File: src/rtl/cskip_pkg.sv
// ---------------------------------------------------------------------------
// cskip_pkg
// Shared sizing helpers for the pipelined carry-skip adder.
//   cskip_nblocks    : number of skip blocks across the operand
//   cskip_bps        : skip blocks handled by each pipeline stage
//   cskip_params_ok  : legality of a WIDTH/BLOCK/STAGES combination
// The helpers return 0 rather than dividing by zero, so an illegal
// parameter set reaches the top-level elaboration check and stops there.
// ---------------------------------------------------------------------------
package cskip_pkg;

    function automatic int cskip_nblocks(input int width, input int block);
        return (block > 0) ? width / block : 0;
    endfunction

    function automatic int cskip_bps(input int width, input int block, input int stages);
        return (stages > 0) ? cskip_nblocks(width, block) / stages : 0;
    endfunction

    // The operand must split into whole blocks.
    // Every stage must process the same whole number of blocks.
    function automatic bit cskip_params_ok(input int width, input int block, input int stages);
        if (width < 1 || block < 1 || stages < 1)
            return 1'b0;
        if ((width % block) != 0)
            return 1'b0;
        if ((cskip_nblocks(width, block) % stages) != 0)
            return 1'b0;
        return 1'b1;
    endfunction

endpackage

File: src/rtl/cskip_block.sv
// ---------------------------------------------------------------------------
// cskip_block
// Combinational BLOCK-bit carry-skip cell. The cell ripples its carry
// internally. If every bit position propagates, the block carry-in is
// forwarded directly to co, so that the critical path skips the ripple.
// Ports:
//   a, b : block operand slices
//   ci   : block carry-in
//   s    : block sum slice
//   co   : block carry-out (skip mux output)
// ---------------------------------------------------------------------------
module cskip_block #(
    parameter int BLOCK = 4
) (
    input  logic [BLOCK-1:0] a,
    input  logic [BLOCK-1:0] b,
    input  logic             ci,
    output logic [BLOCK-1:0] s,
    output logic             co
);

    logic [BLOCK-1:0] p;
    logic             rco;

    assign p = a ^ b;

    // Plain ripple through the block; rco is the slow ripple carry-out.
    always_comb begin
        logic c;
        c   = ci;
        s   = '0;
        for (int i = 0; i < BLOCK; i++) begin
            s[i] = p[i] ^ c;
            c    = (a[i] & b[i]) | (p[i] & c);
        end
        rco = c;
    end

    // A fully propagating block passes ci through unchanged.
    // This matches rco logically, but it gives the short path.
    assign co = (&p) ? ci : rco;

endmodule

File: src/rtl/cskip_adder_pipe.sv
// ---------------------------------------------------------------------------
// cskip_adder_pipe
// Pipelined, parametrised carry-skip adder with valid/ready handshake.
// {cout,sum} = a + b + cin.
// Each of the STAGES stages adds the next slice of BPS*BLOCK bits. It then
// registers the partial sum, the carry, the still-unprocessed upper operand
// bits and the valid bit. The last register is the output register, so the
// latency is STAGES cycles.
// A single global enable advances or freezes every register together.
// Bubbles are not collapsed.
// Optional: define CSKIP_OVF_EN to add the registered signed-overflow
// output ovf.
// Ports:
//   clk, rst            : clock, asynchronous active-low reset
//   in_valid / in_ready : operand handshake
//   a, b, cin           : operands and carry-in
//   out_valid/out_ready : result handshake
//   sum, cout           : result
//   ovf                 : signed overflow (CSKIP_OVF_EN only)
// ---------------------------------------------------------------------------
module cskip_adder_pipe
    import cskip_pkg::*;
#(
    parameter int WIDTH  = 16,
    parameter int BLOCK  = 4,
    parameter int STAGES = 2
) (
    input  logic             clk,
    input  logic             rst,
    input  logic             in_valid,
    output logic             in_ready,
    input  logic [WIDTH-1:0] a,
    input  logic [WIDTH-1:0] b,
    input  logic             cin,
    output logic             out_valid,
    input  logic             out_ready,
    output logic [WIDTH-1:0] sum,
    output logic             cout
`ifdef CSKIP_OVF_EN
    ,
    output logic             ovf
`endif
);

    localparam int NB  = cskip_nblocks(WIDTH, BLOCK);
    localparam int BPS = cskip_bps(WIDTH, BLOCK, STAGES);
    localparam int SW  = BPS * BLOCK;    // bits summed per stage

    if (!cskip_params_ok(WIDTH, BLOCK, STAGES)) begin : g_param_err
        $fatal(1, "cskip_adder_pipe: WIDTH=%0d must be a multiple of BLOCK=%0d and NB=%0d a multiple of STAGES=%0d",
               WIDTH, BLOCK, NB, STAGES);
    end

    logic en;

    // The whole pipe moves when the output slot is empty or being drained.
    assign en       = !out_valid || out_ready;
    assign in_ready = en;

    for (genvar s = 0; s < STAGES; s++) begin : g_stage
        localparam int RW = WIDTH - s * SW;    // operand bits still to add
        localparam int PW = (s + 1) * SW;      // sum bits known after this stage

        logic [RW-1:0] ia, ib;
        logic          ic, iv;
        logic [SW-1:0] res;
        logic [BPS:0]  bc;
        logic [PW-1:0] nps;
        logic          rv, rc;
        logic [PW-1:0] rps;

        // Stage 0 works straight from the ports.
        // Later stages work from the previous register.
        if (s == 0) begin : g_in
            assign ia  = a;
            assign ib  = b;
            assign ic  = cin;
            assign iv  = in_valid;
            assign nps = res;
        end else begin : g_in
            assign ia  = g_stage[s-1].g_fwd.ra;
            assign ib  = g_stage[s-1].g_fwd.rb;
            assign ic  = g_stage[s-1].rc;
            assign iv  = g_stage[s-1].rv;
            assign nps = {res, g_stage[s-1].rps};
        end

        assign bc[0] = ic;

        for (genvar j = 0; j < BPS; j++) begin : g_blk
            cskip_block #(.BLOCK(BLOCK)) u_blk (
                .a  (ia[j*BLOCK +: BLOCK]),
                .b  (ib[j*BLOCK +: BLOCK]),
                .ci (bc[j]),
                .s  (res[j*BLOCK +: BLOCK]),
                .co (bc[j+1])
            );
        end

        // Stage register: valid, carry and the partial sum accumulated so far.
        always_ff @(posedge clk or negedge rst) begin
            if (!rst) begin
                rv  <= 1'b0;
                rc  <= 1'b0;
                rps <= '0;
            end else if (en) begin
                rv  <= iv;
                rc  <= bc[BPS];
                rps <= nps;
            end
        end

        if (s < STAGES - 1) begin : g_fwd
            logic [RW-SW-1:0] ra, rb;

            // Only the operand bits that later stages still need are carried forward.
            always_ff @(posedge clk or negedge rst) begin
                if (!rst) begin
                    ra <= '0;
                    rb <= '0;
                end else if (en) begin
                    ra <= ia[RW-1:SW];
                    rb <= ib[RW-1:SW];
                end
            end
        end else begin : g_out
            assign out_valid = rv;
            assign sum       = rps;
            assign cout      = rc;
`ifdef CSKIP_OVF_EN
            logic rov;

            // The carry into the MSB is recovered as a^b^sum at that bit.
            // Signed overflow is that carry XOR the carry-out.
            always_ff @(posedge clk or negedge rst) begin
                if (!rst)
                    rov <= 1'b0;
                else if (en)
                    rov <= ia[RW-1] ^ ib[RW-1] ^ res[SW-1] ^ bc[BPS];
            end

            assign ovf = rov;
`endif
        end
    end

endmodule

File: config.mk
export PLATFORM = sky130hd
export DESIGN_NAME = cskip_adder_pipe
export DESIGN_NICKNAME = d
export VERILOG_FILES = /design/src/rtl/cskip_pkg.sv /design/src/rtl/cskip_block.sv /design/src/rtl/cskip_adder_pipe.sv
export SDC_FILE = /design/constraint.sdc
export NUM_CORES = 1
export LEC_CHECK = 0
export CAP_MARGIN = 20
export CELL_PAD_IN_SITES_DETAIL_PLACEMENT = 1
export CELL_PAD_IN_SITES_GLOBAL_PLACEMENT = 1
export CORE_UTILIZATION = 34
export CTS_CLUSTER_DIAMETER = 60
export DETAILED_ROUTE_END_ITERATION = 12
export PLACE_DENSITY = 0.85
export SYNTH_ARGS = -nofsm -noshare
export SYNTH_HDL_FRONTEND = slang
export SYNTH_SLANG_ARGS = --single-unit
File: constraint.sdc
create_clock -name clk -period 3.82 [get_ports clk]
set_clock_uncertainty 0.1 [all_clocks]
set_input_delay 0.382 -clock clk [delete_from_list [all_inputs] [get_ports clk]]
set_output_delay 0.382 -clock clk [all_outputs]
set_load 0.02 [all_outputs]
# Word level (Yosys, flattened, before mapping)
# Cells that the tools add are included.
[word_totals] register_bits=44 input_bits=37 output_inout_bits=19 wordCells=86
[classes] mux=4 bitwise_logic=68 n_reduce_logical=6
[ops] cell="bitwise AND 1 bit" count=32
[ops] cell="OR 1 bit" count=16
[ops] cell="AND reduction 4 bit" count=4
[ops] cell="bitwise XOR 1 bit" count=16
[ops] cell="bitwise XOR 4 bit" count=4
[ops] cell="two-way mux 1 bit" count=4
[ops] cell="zero test 1 bit" count=1
[ops] cell="logical OR 1 bit" count=1

# Logic depth before layout (Yosys ltp)
[depth] ltp_word=19 ltp_mapped=14 ltp_nobuf=14

# Hierarchy
# Synthesis repeated with hierarchy kept, for this count alone.
[unflattened] cells_unflattened=170 hier_area_um2=2560.0
[by_module_without_submodules] module="cskip_adder_pipe" n_inst=1 cells_per_inst=94 area_per_inst_um2=1839.3 seq_area_each_um2=1101.1
[by_module_without_submodules] module="cskip_block" n_inst=4 cells_per_inst=19 area_per_inst_um2=180.2 seq_area_each_um2=0.0

# Worst setup path after synthesis
# OpenSTA, ideal clock, no wires.
[synth_path] path_type="flip-flop to flip-flop" startpoint="register g_stage[0].rc" endpoint="register g_stage[1].rps[15] (netlist: sum[15])" setup_time_ps=77 arrival_time_ps=3696 slack_ps=-54 stages_incl_launch_ff=14 path_buffers=0 path_cell_list="dfrtp_1 inv_1 fa_1 inv_1 fa_1 fa_1 fa_1 mux2_4 fa_1 fa_1 fa_1 inv_1 fa_1 a21oi_1"
[synth_between] elab_chain_len=16
[synth_rtl] element="start, declared" line_no="cskip_adder_pipe.sv:69" rtl="logic rv, rc;"
[synth_rtl] element="start signal, assigned" line_no="cskip_adder_pipe.sv:108" rtl="rc <= bc[BPS];"
[synth_rtl] element="bitwise AND 1 bit" line_no="cskip_block.sv:34" rtl="c = (a[i] & b[i]) | (p[i] & c);"
[synth_rtl] element="OR 1 bit" line_no="cskip_block.sv:34"
[synth_rtl] element="bitwise AND 1 bit" line_no="cskip_block.sv:34"
[synth_rtl] element="OR 1 bit" line_no="cskip_block.sv:34"
[synth_rtl] element="bitwise AND 1 bit" line_no="cskip_block.sv:34"
[synth_rtl] element="OR 1 bit" line_no="cskip_block.sv:34"
[synth_rtl] element="bitwise AND 1 bit" line_no="cskip_block.sv:34"
[synth_rtl] element="OR 1 bit" line_no="cskip_block.sv:34"
[synth_rtl] element="two-way mux 1 bit (*)" line_no="cskip_block.sv:41" rtl="assign co = (&p) ? ci : rco;"
[synth_rtl] element="bitwise AND 1 bit (*)" line_no="cskip_block.sv:34"
[synth_rtl] element="OR 1 bit (*)" line_no="cskip_block.sv:34"
[synth_rtl] element="bitwise AND 1 bit (*)" line_no="cskip_block.sv:34"
[synth_rtl] element="OR 1 bit (*)" line_no="cskip_block.sv:34"
[synth_rtl] element="bitwise AND 1 bit (*)" line_no="cskip_block.sv:34"
[synth_rtl] element="OR 1 bit (*)" line_no="cskip_block.sv:34"
[synth_rtl] element="bitwise XOR 1 bit (*)" line_no="cskip_block.sv:33" rtl="s[i] = p[i] ^ c;"
[synth_rtl] element="end signal, assigned" line_no="cskip_adder_pipe.sv:109" rtl="rps <= nps;"
[synth_rtl] element="end, declared" line_no="cskip_adder_pipe.sv:70" rtl="logic [PW-1:0] rps;"
# Every way passes the cells marked *; elsewhere a longest branch is shown, timed or not.
# A chain may end at the register's enable or synchronous reset.

# Final worst setup path
# Ends and elaborated chain as after synthesis.

==> qor.csv <==
metric;value;unit
worst setup path class;register to register;
Skew-Pair Late Insertion Delay;0.29;ns
worst-path fanout max;2;
net switching power;0.523;mW
H-tree depth;2;
count leader, synth;nand2_1;
I/O Pins;56;
vias in the first global route;1890;
Crit-path slowest cell;fa_2;
Pre-Repair DR Iteration Count;8;
fin. max-slew vios;0;
critical-path cell list;inv_2, fa_2, inv_2, fa_2, fa_2, fa_2, mux2_4, fa_2, fa_2, fa_2, inv_2, fa_2, a21oi_2;
Die Width;84.0;um
Vias;1661;
largest net degree at the start of global routing;53;
Cell Area, Placed;0.00295;mm^2
sequential area share after synthesis;48.2;%
actual slew at the worst max-slew pin;0.496;ns
CP top delay family;adder cells;
# setup viols final;1;
post-route insts no fill;374;
Worst Hold Class;register to register;
Worst-path clk slew;0.08;ns
DRT iter0 DRCs;89;
Synth Flop Type;dfrtp_1;
worst hold stages;2;
period utilization;102;%
CTS tree;built;
Core Rows;29;
max cap viols;0;
Synth Area per Inst;9.98;um^2
Levels on crit path;13;
setup TNS;-0.0721;ns
Die ar.;0.00705;mm^2
CTS Buf Count;5;
CTS Buffer Depth;2;
DRC violations left;5;
Post-synth top cells;nand2_1 (103), dfrtp_1 (44), fa_1 (16), ha_1 (16), inv_1 (14);
Setup WS post-layout;-0.0721;ns
library cells used by synthesis;19;
Placer Congestion;0.788;
initial core utilization;35.6;%
Port Buffer Count;55;
Final ANT Viol Nets;0;
chip height;84.0;um
Reg power frac;41.5;%
Cells after DPL;361;
area growth from synthesis to layout;37.1;%
Post-Syn Instances;229;
main area contributors after synthesis;dfrtp_1 (48%), nand2_1 (17%), fa_1 (14%);
fill cell count;714;
via/cell ratio;4.44;
Core ar.;0.00642;mm^2
status;finished, violations left;
cells on worst reg2reg path;13;
Worst IR Drop VDD;0.000175;V
global-route usage over all layers;16.0;%
Post-synth ARST share;100;%
layout cells sized above 1;18.2;%
grt total ovfl;0;
synthesized area;0.00228;mm^2
Yosys top cell area share;48.2;%
largest area contributor in the netlist;dfrtp_1;
first-pass GRT wire length;8.85;mm
RSZ-0062 raised after global routing;true;
routed wire length;5.05;mm
CP dominant cell by count;fa_2;
Synth Net Count;298;
P_int;1.06;mW
Seq cells post-synth;44;
Power Total;1.58;mW
Max Fclk;257;MHz
Final HPWL DP;3.53;mm
clock root buffer;clkbuf_8;
Lkg Pwr;1.53;nW
final net count;365;
Worst Setup Start Kind;register;
Synth Warn #;0;
number of synthesized flops with an enable pin;0;
Sw Share;33.1;%
Critical Path AT;4.01;ns
Max-slew headroom;66.9;%
Setup crit end kind;register;
Tmin final;3.89;ns
clk sinks;44;
Ant. Diodes;0;
initial antenna violation count;0;
violated checks;design-rule violations, negative setup slack;
CP max stage delay;0.42;ns
cell area after layout;0.00313;mm^2
PD cells;504;mW/mm^2
Clk pwr share;22.2;%
worst path required time;3.94;ns
WL per Instance;13.5;um
CP bufs+invs;3;
combinational share of power;36.3;%
Final Hold Vio Count;0;
kinds of logic (layout without fill, tap and decap cells):
group	Yosys count	after routing	synth area share (%)
fa+ha+maj	32	32	22.8
mux	2	2	1.31
buf+inv	24	92	4.76
simple gates	115	115	19.9
compound gates	12	12	3.07
flops	44	44	48.2
worst reg2reg max path: stages, from the launching register on:
cell and delay, ns:
dfrtp_1 0.40, inv_2 0.08, fa_2 0.22, inv_2 0.04
fa_2 0.34, fa_2 0.35, fa_2 0.34, mux2_4 0.28
fa_2 0.35, fa_2 0.36, fa_2 0.34, inv_2 0.06
fa_2 0.42, a21oi_2 0.12
per-layer routing:
metal / track usage [%] / up-vias / wire length, um
li1: - / 827 / -
met1: 19.4 / 798 / 2160
met2: 29.0 / 34 / 2690
met3: 2.97 / 2 / 172
met4: 4.23 / 0 / 19
met5: 0 / - / 0
layout make-up:
type / instances / area, um^2 / share of cell area (%)
inverter: 15 / 56.3 / 1.80
clock inverter: 2 / 35.0 / 1.12
clock buffer: 6 / 72.6 / 2.32
multi-input combinational: 161 / 1120 / 35.7
timing repair buffer: 69 / 652 / 20.8
sequential: 44 / 1100 / 35.2
tap: 77 / 96.3 / 3.08
timing repair:
| action | CTS | global route |
|---|---|---|
| setup endpoints to repair | 4 | 4 |
| hold buffers | 0 | 1 |
| buffers inserted | 1 | 2 |
| gates resized for setup | 28 | 8 |
| hold endpoints to repair | 0 | 11 |
| pin swaps | 8 | 4 |
| cloned | 0 | 0 |
power groups by stage:
stage                     Sequential (mW)  Combinational (mW)  Clock (mW)
after floorplan                     0.735               0.209           0
after detailed placement            0.666               0.555           0
after global routing                0.676               0.643       0.381
after global placement              0.658               0.533           0
final                               0.655               0.573       0.351
after CTS                           0.659               0.564       0.364
metrics by stage:
step,utilization (%),hold WS (ns),worst slack [ns]
floorplan,-,-0.0136,0.0216
global placement,46.0,0.340,-0.495
detailed placement,46.0,0.353,-0.589
CTS,47.8,0.180,-0.114
global route,48.8,0.405,-0.211
finish,48.8,0.369,-0.0721
path summary, 6_finish.rpt:
kind | start | to | slack (ns)
min in group asynchronous | rst | sum[13] | 0.40
min | sum[2] | sum[2] | 0.37
min reg2reg | sum[2] | sum[2] | 0.37
max in group asynchronous | rst | g_stage[0].g_fwd.rb[3] | 2.75
max | g_stage[0].rc | sum[15] | -0.07
max reg2reg | g_stage[0].rc | sum[15] | -0.07
registers in the layout, summed over array words and instances, names as in the netlist:
| signal | cells |
|---|---|
| out_valid | 1 |
| g_stage.g_fwd.rb | 8 |
| g_stage.rc | 1 |
| sum | 16 |
| cout | 1 |
| g_stage.g_fwd.ra | 8 |
| g_stage.rps | 8 |
| g_stage.rv | 1 |
placed cells by master (no fill, tap or decap), drive strengths merged, types with 4 or more instances in the layout:
cell type	netlist	routed
nand4	4	4
fa	16	16
inv	15	15
dfrtp	44	44
buf	9	17
clkdlybuf4s50	0	49
clkbuf	0	6
nor2	4	4
ha	16	16
a21oi	4	4
o21ai	4	4
nand2	103	103
Power figures use the tool's default switching activity.
